===== config.mk =====
export PLATFORM = sky130hd
export DESIGN_NAME = demux_1x2_reg_flat
export DESIGN_NICKNAME = d
export VERILOG_FILES = /design/src/rtl/demux_1x2_reg_if.sv /design/src/rtl/demux_1x2_reg.sv /design/src/flat_wrapper.sv
export SDC_FILE = /design/constraint.sdc
export NUM_CORES = 1
export LEC_CHECK = 0
export ABC_AREA = 1
export CORE_MARGIN = 5
export CORE_UTILIZATION = 40
export DETAILED_ROUTE_END_ITERATION = 8
export PLACE_DENSITY = 0.73
export SYNTH_ARGS = -nofsm -noshare
export SYNTH_HDL_FRONTEND = slang
export SYNTH_SLANG_ARGS = --single-unit

===== constraint.sdc =====
create_clock -name clk -period 3.5 [get_ports clk]
set_input_delay 0.525 -clock clk [delete_from_list [all_inputs] [get_ports clk]]
set_output_delay 0.525 -clock clk [all_outputs]
set_load 0.01 [all_outputs]

===== src/rtl/demux_1x2_reg_if.sv =====
// Handshake bundle for the registered 1:2 demux: one producer side, two consumer slots.
interface demux_1x2_reg_if #(
    parameter int WIDTH = 32
);
    logic             in_valid;
    logic             in_ready;
    logic             in_sel;
    logic [WIDTH-1:0] in_data;
    logic             out0_valid;
    logic             out0_ready;
    logic [WIDTH-1:0] out0_data;
    logic             out1_valid;
    logic             out1_ready;
    logic [WIDTH-1:0] out1_data;

    modport master (
        output in_valid, in_sel, in_data, out0_ready, out1_ready,
        input  in_ready, out0_valid, out0_data, out1_valid, out1_data
    );

    modport slave (
        input  in_valid, in_sel, in_data, out0_ready, out1_ready,
        output in_ready, out0_valid, out0_data, out1_valid, out1_data
    );
endinterface


===== src/rtl/demux_1x2_reg.sv =====
// Registered 1:2 demultiplexer: steers each accepted word into one of two single-entry
// output slots, with wrapping per-slot delivery counters.
module demux_1x2_reg #(
    parameter int WIDTH = 32,
    parameter int CNT_W = 8
) (
    input  logic             clk,
    input  logic             rst,
    demux_1x2_reg_if.slave   bus,
    output logic [CNT_W-1:0] cnt0,
    output logic [CNT_W-1:0] cnt1
);
    typedef enum logic {
        SLOT_EMPTY = 1'b0,
        SLOT_FULL  = 1'b1
    } slot_state_e;

    slot_state_e      state0_q, state0_d;
    slot_state_e      state1_q, state1_d;
    logic [WIDTH-1:0] data0_q, data0_d;
    logic [WIDTH-1:0] data1_q, data1_d;
    logic [CNT_W-1:0] cnt0_q, cnt0_d;
    logic [CNT_W-1:0] cnt1_q, cnt1_d;

    logic can_acc0, can_acc1;
    logic acc0, acc1;
    logic drain0, drain1;
    logic in_ready_c;

    // A full slot can still take a word when its consumer drains it in the same cycle.
    always_comb begin
        can_acc0   = (state0_q == SLOT_EMPTY) || bus.out0_ready;
        can_acc1   = (state1_q == SLOT_EMPTY) || bus.out1_ready;
        in_ready_c = !rst && (bus.in_sel ? can_acc1 : can_acc0);
        acc0       = bus.in_valid && in_ready_c && !bus.in_sel;
        acc1       = bus.in_valid && in_ready_c &&  bus.in_sel;
        drain0     = (state0_q == SLOT_FULL) && bus.out0_ready;
        drain1     = (state1_q == SLOT_FULL) && bus.out1_ready;
    end

    always_comb begin
        state0_d = state0_q;
        state1_d = state1_q;
        data0_d  = data0_q;
        data1_d  = data1_q;
        cnt0_d   = cnt0_q;
        cnt1_d   = cnt1_q;

        if (acc0) begin
            state0_d = SLOT_FULL;
            data0_d  = bus.in_data;
        end else if (drain0) begin
            state0_d = SLOT_EMPTY;
        end

        if (acc1) begin
            state1_d = SLOT_FULL;
            data1_d  = bus.in_data;
        end else if (drain1) begin
            state1_d = SLOT_EMPTY;
        end

        if (drain0) cnt0_d = cnt0_q + CNT_W'(1);
        if (drain1) cnt1_d = cnt1_q + CNT_W'(1);
    end

    always_ff @(posedge clk) begin
        if (rst) begin
            state0_q <= SLOT_EMPTY;
            state1_q <= SLOT_EMPTY;
            data0_q  <= '0;
            data1_q  <= '0;
            cnt0_q   <= '0;
            cnt1_q   <= '0;
        end else begin
            state0_q <= state0_d;
            state1_q <= state1_d;
            data0_q  <= data0_d;
            data1_q  <= data1_d;
            cnt0_q   <= cnt0_d;
            cnt1_q   <= cnt1_d;
        end
    end

    assign bus.in_ready   = in_ready_c;
    assign bus.out0_valid = (state0_q == SLOT_FULL);
    assign bus.out0_data  = data0_q;
    assign bus.out1_valid = (state1_q == SLOT_FULL);
    assign bus.out1_data  = data1_q;
    assign cnt0           = cnt0_q;
    assign cnt1           = cnt1_q;
endmodule

===== src/flat_wrapper.sv =====
// flat-port wrapper written by rule: the top's interface ports become plain ports
module demux_1x2_reg_flat 
#(
    parameter int WIDTH = 32,
    parameter int CNT_W = 8
)
  (clk, rst, cnt0, cnt1, bus_in_valid, bus_in_sel, bus_in_data, bus_out0_ready, bus_out1_ready, bus_in_ready, bus_out0_valid, bus_out0_data, bus_out1_valid, bus_out1_data);
  demux_1x2_reg_if #(.WIDTH(WIDTH)) bus_i ();
  input  logic clk;
  input  logic rst;
  output logic [CNT_W-1:0] cnt0;
  output logic [CNT_W-1:0] cnt1;
  input wire logic [$bits(bus_i.in_valid)-1:0] bus_in_valid;
  input wire logic [$bits(bus_i.in_sel)-1:0] bus_in_sel;
  input wire logic [$bits(bus_i.in_data)-1:0] bus_in_data;
  input wire logic [$bits(bus_i.out0_ready)-1:0] bus_out0_ready;
  input wire logic [$bits(bus_i.out1_ready)-1:0] bus_out1_ready;
  output wire logic [$bits(bus_i.in_ready)-1:0] bus_in_ready;
  output wire logic [$bits(bus_i.out0_valid)-1:0] bus_out0_valid;
  output wire logic [$bits(bus_i.out0_data)-1:0] bus_out0_data;
  output wire logic [$bits(bus_i.out1_valid)-1:0] bus_out1_valid;
  output wire logic [$bits(bus_i.out1_data)-1:0] bus_out1_data;
  assign bus_i.in_valid = bus_in_valid;
  assign bus_i.in_sel = bus_in_sel;
  assign bus_i.in_data = bus_in_data;
  assign bus_i.out0_ready = bus_out0_ready;
  assign bus_i.out1_ready = bus_out1_ready;
  assign bus_in_ready = bus_i.in_ready;
  assign bus_out0_valid = bus_i.out0_valid;
  assign bus_out0_data = bus_i.out0_data;
  assign bus_out1_valid = bus_i.out1_valid;
  assign bus_out1_data = bus_i.out1_data;
  demux_1x2_reg #(.WIDTH(WIDTH), .CNT_W(CNT_W)) u_core (.clk(clk), .rst(rst), .bus(bus_i), .cnt0(cnt0), .cnt1(cnt1));
endmodule

==> flow_summary.json, run 1 <==
{
  "dieHeight_microns": 101,
  "finish.utilization_pct": 58.3,
  "cp_top_family": "buffers and inverters",
  "numCtsBuffers": 9,
  "min-delay-start": "u_core.cnt1[4]",
  "place_congestion": 0.799,
  "h-tree-depth": 3,
  "synthMuxAreaShare_pct": 0,
  "crit_chain": "clkdlybuf4s50_1, nand3_1, nand2_1, nor2_2, clkdlybuf4s50_1",
  "fillerInstances": 766,
  "grt_use_total_pct": 18.3,
  "p_seq_share_pct": 50.6,
  "max_stage_delay_ns": 0.56,
  "whs_path_depth": 2,
  "cpMostUsedCell": "clkdlybuf4s50_1",
  "cts_tree": "done",
  "rrSetupSlack_ns": 1.92,
  "die_x_microns": 101,
  "core_area_sq_mm": 0.00818,
  "setup_violations": 0,
  "fin_cells": 685,
  "cp_slowest_cell": "clkdlybuf4s50_1",
  "critPathBufInv": 2,
  "hold_viol": 0,
  "p_clk_share_pct": 36.0,
  "clk_pin_slew_ns": 0.08,
  "antenna_found_initial": 0,
  "slew_headroom_pct": 49.7,
  "grt-ovfl-total": 0,
  "worstMarginPinSlew_ns": 0.752,
  "hold_ws_ns": 0.487,
  "detail-route-antenna-nets": 0,
  "required_ns": 2.97,
  "root_buffer": "clkbuf_8",
  "synth_cells": 469,
  "ys_ff_latch": 82,
  "dieArea_sq_mm": 0.0103,
  "row_count": 33,
  "syn_to_final_growth_pct": 42.8,
  "grt_first_pass_wirelength_mm": 15.1,
  "hold_path_class": "reg -> reg",
  "fmax_ghz": 0.376,
  "port_buffers": 120,
  "hold_path_end": "u_core.cnt1[4]",
  "vias": 3319,
  "p_per_area_mw_per_mm2": 409,
  "synth.avg_cell_area_sq_um": 7.12,
  "leakagePower_nw": 2.03,
  "worst_setup_path_start_kind": "input pin",
  "worst_setup_path_end_kind": "output port",
  "critical_path_arrival_ns": 2.13,
  "netSwitchingPower_mw": 0.465,
  "status": "finished, final reports clean",
  "drtIter0Drc": 119,
  "p_int_mw": 1.48,
  "ctsHoldBuffers": 0,
  "ir_drop_mv": 0.182,
  "r2r_end": "u_core.bus.out0_data[15]",
  "finalClockSkew_ns": 0.00730,
  "finalCritPeriodShare_pct": 75.9,
  "postCtsSetupBuffers": 0,
  "synth_simple_gate_area_share_pct": 32.1,
  "reg2reg_depth": 5,
  "slew_violations": 0,
  "final_nets": 618,
  "cap_violations": 0,
  "synth_cell_type_count": 19,
  "routed_via_density": 4.85,
  "final_cell_mix": "150 x nor2_1, 120 x clkdlybuf4s50_1, 82 x dfxtp_1",
  "avgRoutedWirePerCell_microns": 13.4,
  "drc_errors": 0,
  "diodes": 0,
  "synth_compound_area_share_pct": 7.50,
  "crit_fanout": 5,
  "cts_buffer_depth": 2,
  "clkLatencyLatePin_ns": 0.34,
  "criticalPathCategory": "in -> out",
  "yosysSeqAreaShare_pct": 49.2,
  "hpwl_mm": 6.60,
  "synth_fa_ha_area_share_pct": 0.750,
  "grt_max_degree": 50,
  "syn_area_sq_mm": 0.00334,
  "rsz0062_at_grt": "no",
  "drt-total-wl_mm": 9.18,
  "reg2reg_from": "u_core.bus.out1_valid",
  "pwr-share-comb_pct": 13.4,
  "synth_top_family_by_area": "simple AND/OR/NAND/NOR gates",
  "fin_ws_ns": 0.842,
  "grt_pass1_vias": 3216,
  "fin_setup_tns_ns": 0,
  "mostFrequentLayoutCell": "nor2_1",
  "synth_warnings": 0,
  "drtPass1Iterations": 4,
  "cts_resized": 0,
  "synth_xor_xnor_area_share_pct": 0,
  "switching_share_pct": 23.9,
  "finalCriticalPeriod_ns": 2.66,
  "ios": 121,
  "drive_gt1_share_pct": 4.31,
  "dp_cells": 672,
  "start_util_pct": 40.8,
  "clock-sinks": 82,
  "syn-num-nets": 509,
  "place_ws_ns": 0.851
}
[metrics by stage]
stage               total power, mW  instance area [sq um]
global route                   2.04                   4770
finish                         1.95                   4770
CTS                            1.97                   4770
detailed placement             1.27                   4570
global placement               1.27                   4570
floorplan                      1.13                   3340
[power by group through the flow]
| stage | clock network [mW] | logic, mW | registers, mW |
|---|---|---|---|
| finish | 0.702 | 0.262 | 0.986 |
| CTS | 0.722 | 0.265 | 0.986 |
| floorplan | 0 | 0.113 | 1.02 |
| global route | 0.764 | 0.290 | 0.990 |
| global placement | 0 | 0.259 | 1.01 |
| detailed placement | 0 | 0.264 | 1.01 |
[worst max path at each step]
stage / start / endpoint / cells past startpoint / slack, ns
6_report: bus_in_sel / bus_in_ready / 5 / 0.84
5_1_grt: bus_in_sel / bus_in_ready / 5 / 0.81
4_1_cts: bus_in_sel / bus_in_ready / 5 / 0.84
3_5_place_dp: bus_in_sel / bus_in_ready / 5 / 0.85
3_3_place_gp: bus_in_sel / bus_in_ready / 5 / 0.85
2_1_floorplan: rst / bus_in_ready / 5 / 1.80
[routing by layer]
| layer | vias up | part of all wire [%] | global-route usage, % |
|---|---|---|---|
| met2 | 105 | 47 | 30.8 |
| met4 | 0 | 0.74 | 5.01 |
| met1 | 1517 | 43 | 22.0 |
| met3 | 7 | 9.0 | 6.61 |
| met5 | - | 0 | 0 |
| li1 | 1690 | - | - |
[flip-flops by register name, summed over array words and instances, names as in the netlist]
signal / count
u_core.bus.out1_data: 32
u_core.bus.out0_data: 32
u_core.cnt1: 8
u_core.bus.out0_valid: 1
u_core.bus.out1_valid: 1
u_core.cnt0: 8
[Yosys cell counts]
library cell	count	area, sq um
clkbuf_1	11	41.3
buf_4	1	7.51
a21oi_1	40	200
nor2_1	150	563
buf_6	3	33.8
inv_1	51	191
inv_2	2	7.51
dfxtp_1	82	1640
nor3_1	1	5.00
nand3_1	7	35.0
nand4_2	1	12.5
buf_2	12	60.1
nand4_1	37	231
nand2_1	55	206
buf_1	2	7.51
ha_1	2	25.0
nor2_4	1	11.3
nor2_2	1	6.26
o21ai_0	10	50.1
[cell type report]
| cell class | instances | area [sq um] | area share, % |
|---|---|---|---|
| flip-flops and latches | 82 | 1640 | 34.4 |
| multi-input cells | 305 | 1350 | 28.2 |
| repair buffers | 127 | 1250 | 26.3 |
| inverters | 53 | 199 | 4.17 |
| well taps | 105 | 131 | 2.76 |
| clock buffers | 9 | 124 | 2.60 |
| clock inverters | 4 | 70.1 | 1.47 |
[worst reg2reg max path, stage by stage (launching register included)]
cell and delay [ns]:
dfxtp_1 0.35, nand3_1 0.18, nand4_2 0.15, nor2_4 0.61, nor2_1 0.09, nor2_1 0.14
[logic make-up (layout without fill, tap and decap cells)]
group / count (synthesis) / after routing
AO/OA/AOI/OAI: 50 / 50
flip-flops: 82 / 82
AND/OR/NAND/NOR: 253 / 253
adder cells (fa/ha/maj): 2 / 2
buffers and inverters: 82 / 193
Note: power is estimated with default switching activity, not from simulation.
==> inputs of run 2 (changes only) <==
- PLACE_DENSITY: 0.73 -> 0.76
- clock period: 3.5 -> 2.27 ns (I/O delays scaled with it)
==> flow_summary.json, run 2 (same netlist as run 1, synthesis figures left out) <==
{
  "p_total_mw": 3.23,
  "detail-route-antenna-nets": 0,
  "design_area_sq_mm": 0.00489,
  "place_congestion": 0.830,
  "drtIter0Drc": 92,
  "grt_max_degree": 36,
  "clk_pin_slew_ns": 0.08,
  "core_area_sq_mm": 0.00818,
  "avgRoutedWirePerCell_microns": 13.3,
  "drt-total-wl_mm": 9.23,
  "dieHeight_microns": 101,
  "vias": 3319,
  "clock-sinks": 82,
  "final_nets": 623,
  "ctsHoldBuffers": 0,
  "setup_violations": 0,
  "numCtsBuffers": 9,
  "hold_ws_ns": 0.485,
  "port_buffers": 120,
  "grt-ovfl-total": 0,
  "row_count": 33,
  "setup.worst_path.start": "bus_out1_ready",
  "grt_use_total_pct": 18.0,
  "rrSetupSlack_ns": 0.81,
  "drtPass1Iterations": 4,
  "fin_setup_tns_ns": 0,
  "hpwl_mm": 6.66,
  "dieArea_sq_mm": 0.0103,
  "min-delay-start": "u_core.bus.out0_data[26]",
  "slew_violations": 0,
  "final_cell_mix": "150 x nor2_1, 120 x clkdlybuf4s50_1, 82 x dfxtp_1",
  "syn_to_final_growth_pct": 46.5,
  "critical_path_arrival_ns": 1.84,
  "crit_chain": "clkdlybuf4s50_1, inv_1, nand3_1, nand2_1, nor2_2, clkdlybuf4s50_1",
  "dpl-instance-area_sq_mm": 0.00463,
  "hold_path_class": "reg -> reg",
  "postCtsSetupBuffers": 0,
  "diodes": 0,
  "finish.utilization_pct": 59.8,
  "grt_pass1_vias": 3136,
  "drc_errors": 0,
  "required_ns": 1.93,
  "ir_drop_mv": 0.453,
  "worst_setup_path_start_kind": "input pin",
  "crit_fanout": 3,
  "h-tree-depth": 3,
  "cts_resized": 0,
  "cpMostUsedCell": "clkdlybuf4s50_1",
  "rsz0062_at_grt": "no",
  "fmax_ghz": 0.460,
  "antenna_found_initial": 0,
  "place_ws_ns": 0.104,
  "clkLatencyLatePin_ns": 0.34,
  "start_util_pct": 40.8,
  "mostFrequentLayoutCell": "nor2_1",
  "cts_tree": "done",
  "status": "finished, final reports clean",
  "routed_via_density": 4.79,
  "finalCritPeriodShare_pct": 95.9,
  "die_x_microns": 101,
  "hold_viol": 0,
  "finalClockSkew_ns": 0.00655,
  "fin_ws_ns": 0.0937,
  "critPathBufInv": 3,
  "cts_buffer_depth": 2,
  "p_per_area_mw_per_mm2": 662,
  "grt_first_pass_wirelength_mm": 14.6,
  "slew_headroom_pct": 67.7,
  "drive_gt1_share_pct": 5.44,
  "leakagePower_nw": 2.09,
  "root_buffer": "clkbuf_8",
  "reg2reg_from": "u_core.bus.out1_valid",
  "finalCriticalPeriod_ns": 2.18,
  "worst_setup_path_end_kind": "output port",
  "dp_cells": 677,
  "criticalPathCategory": "in -> out",
  "cap_violations": 0,
  "max_stage_delay_ns": 0.57,
  "cp_slowest_cell": "clkdlybuf4s50_1",
  "worstMarginPinSlew_ns": 0.481,
  "ios": 121,
  "cp_top_family": "buffers and inverters",
  "fin_cells": 693
}
-- run 2: cell types whose count changed in the layout (fill, tap and decap cells not counted), sizes merged --
cell | before | now
bufinv | 2 | 3
clkinvlp | 0 | 1
clkinv | 2 | 0
clkbuf | 9 | 12
buf | 7 | 12
-- run 2: final timing paths --
| path | end | cells past startpoint |
|---|---|---|
| max | bus_in_ready | 6 |
| min | u_core.bus.out0_data[26] | 2 |
| max reg2reg | u_core.bus.out0_data[1] | 7 |
| min reg2reg | u_core.bus.out0_data[26] | 2 |
-- run 2: area by class of cell --
type	count	area (sq um)
Clock inverter	4	97.6
Inverter	53	199
Clock buffer	12	155
Sequential cell	82	1640
Tap cell	105	131
Timing Repair Buffer	132	1320
Fill cell	726	3290
Multi-Input combinational cell	305	1350
-- run 2: report_power, final --
group          switching, mW  internal [mW]  leakage, nW  total [mW]
registers             0.0307           1.49        0.667        1.52
logic                  0.205          0.210         1.30       0.415
clock network          0.508          0.792        0.123        1.30
total                  0.744           2.49         2.09        3.23
-- run 2: tightest hold or removal path, stage by stage (launching register included) --
cell and delay [ns]:
dfxtp_1 0.31, nor2_1 0.09, nor2_1 0.05
-- run 2: per-layer routing --
layer / routed length (microns) / track usage, %
met1: 3930 / 21.6
met2: 4260 / 29.0
met3: 861 / 7.44
met4: 173 / 6.54
met5: 0 / 0
==> inputs of run 3 (changes only) <==
- TNS_END_PERCENT: not set -> 5
==> results of run 3 <==
Same layout as run 2: the final DEF is identical, and so are final timing and power.
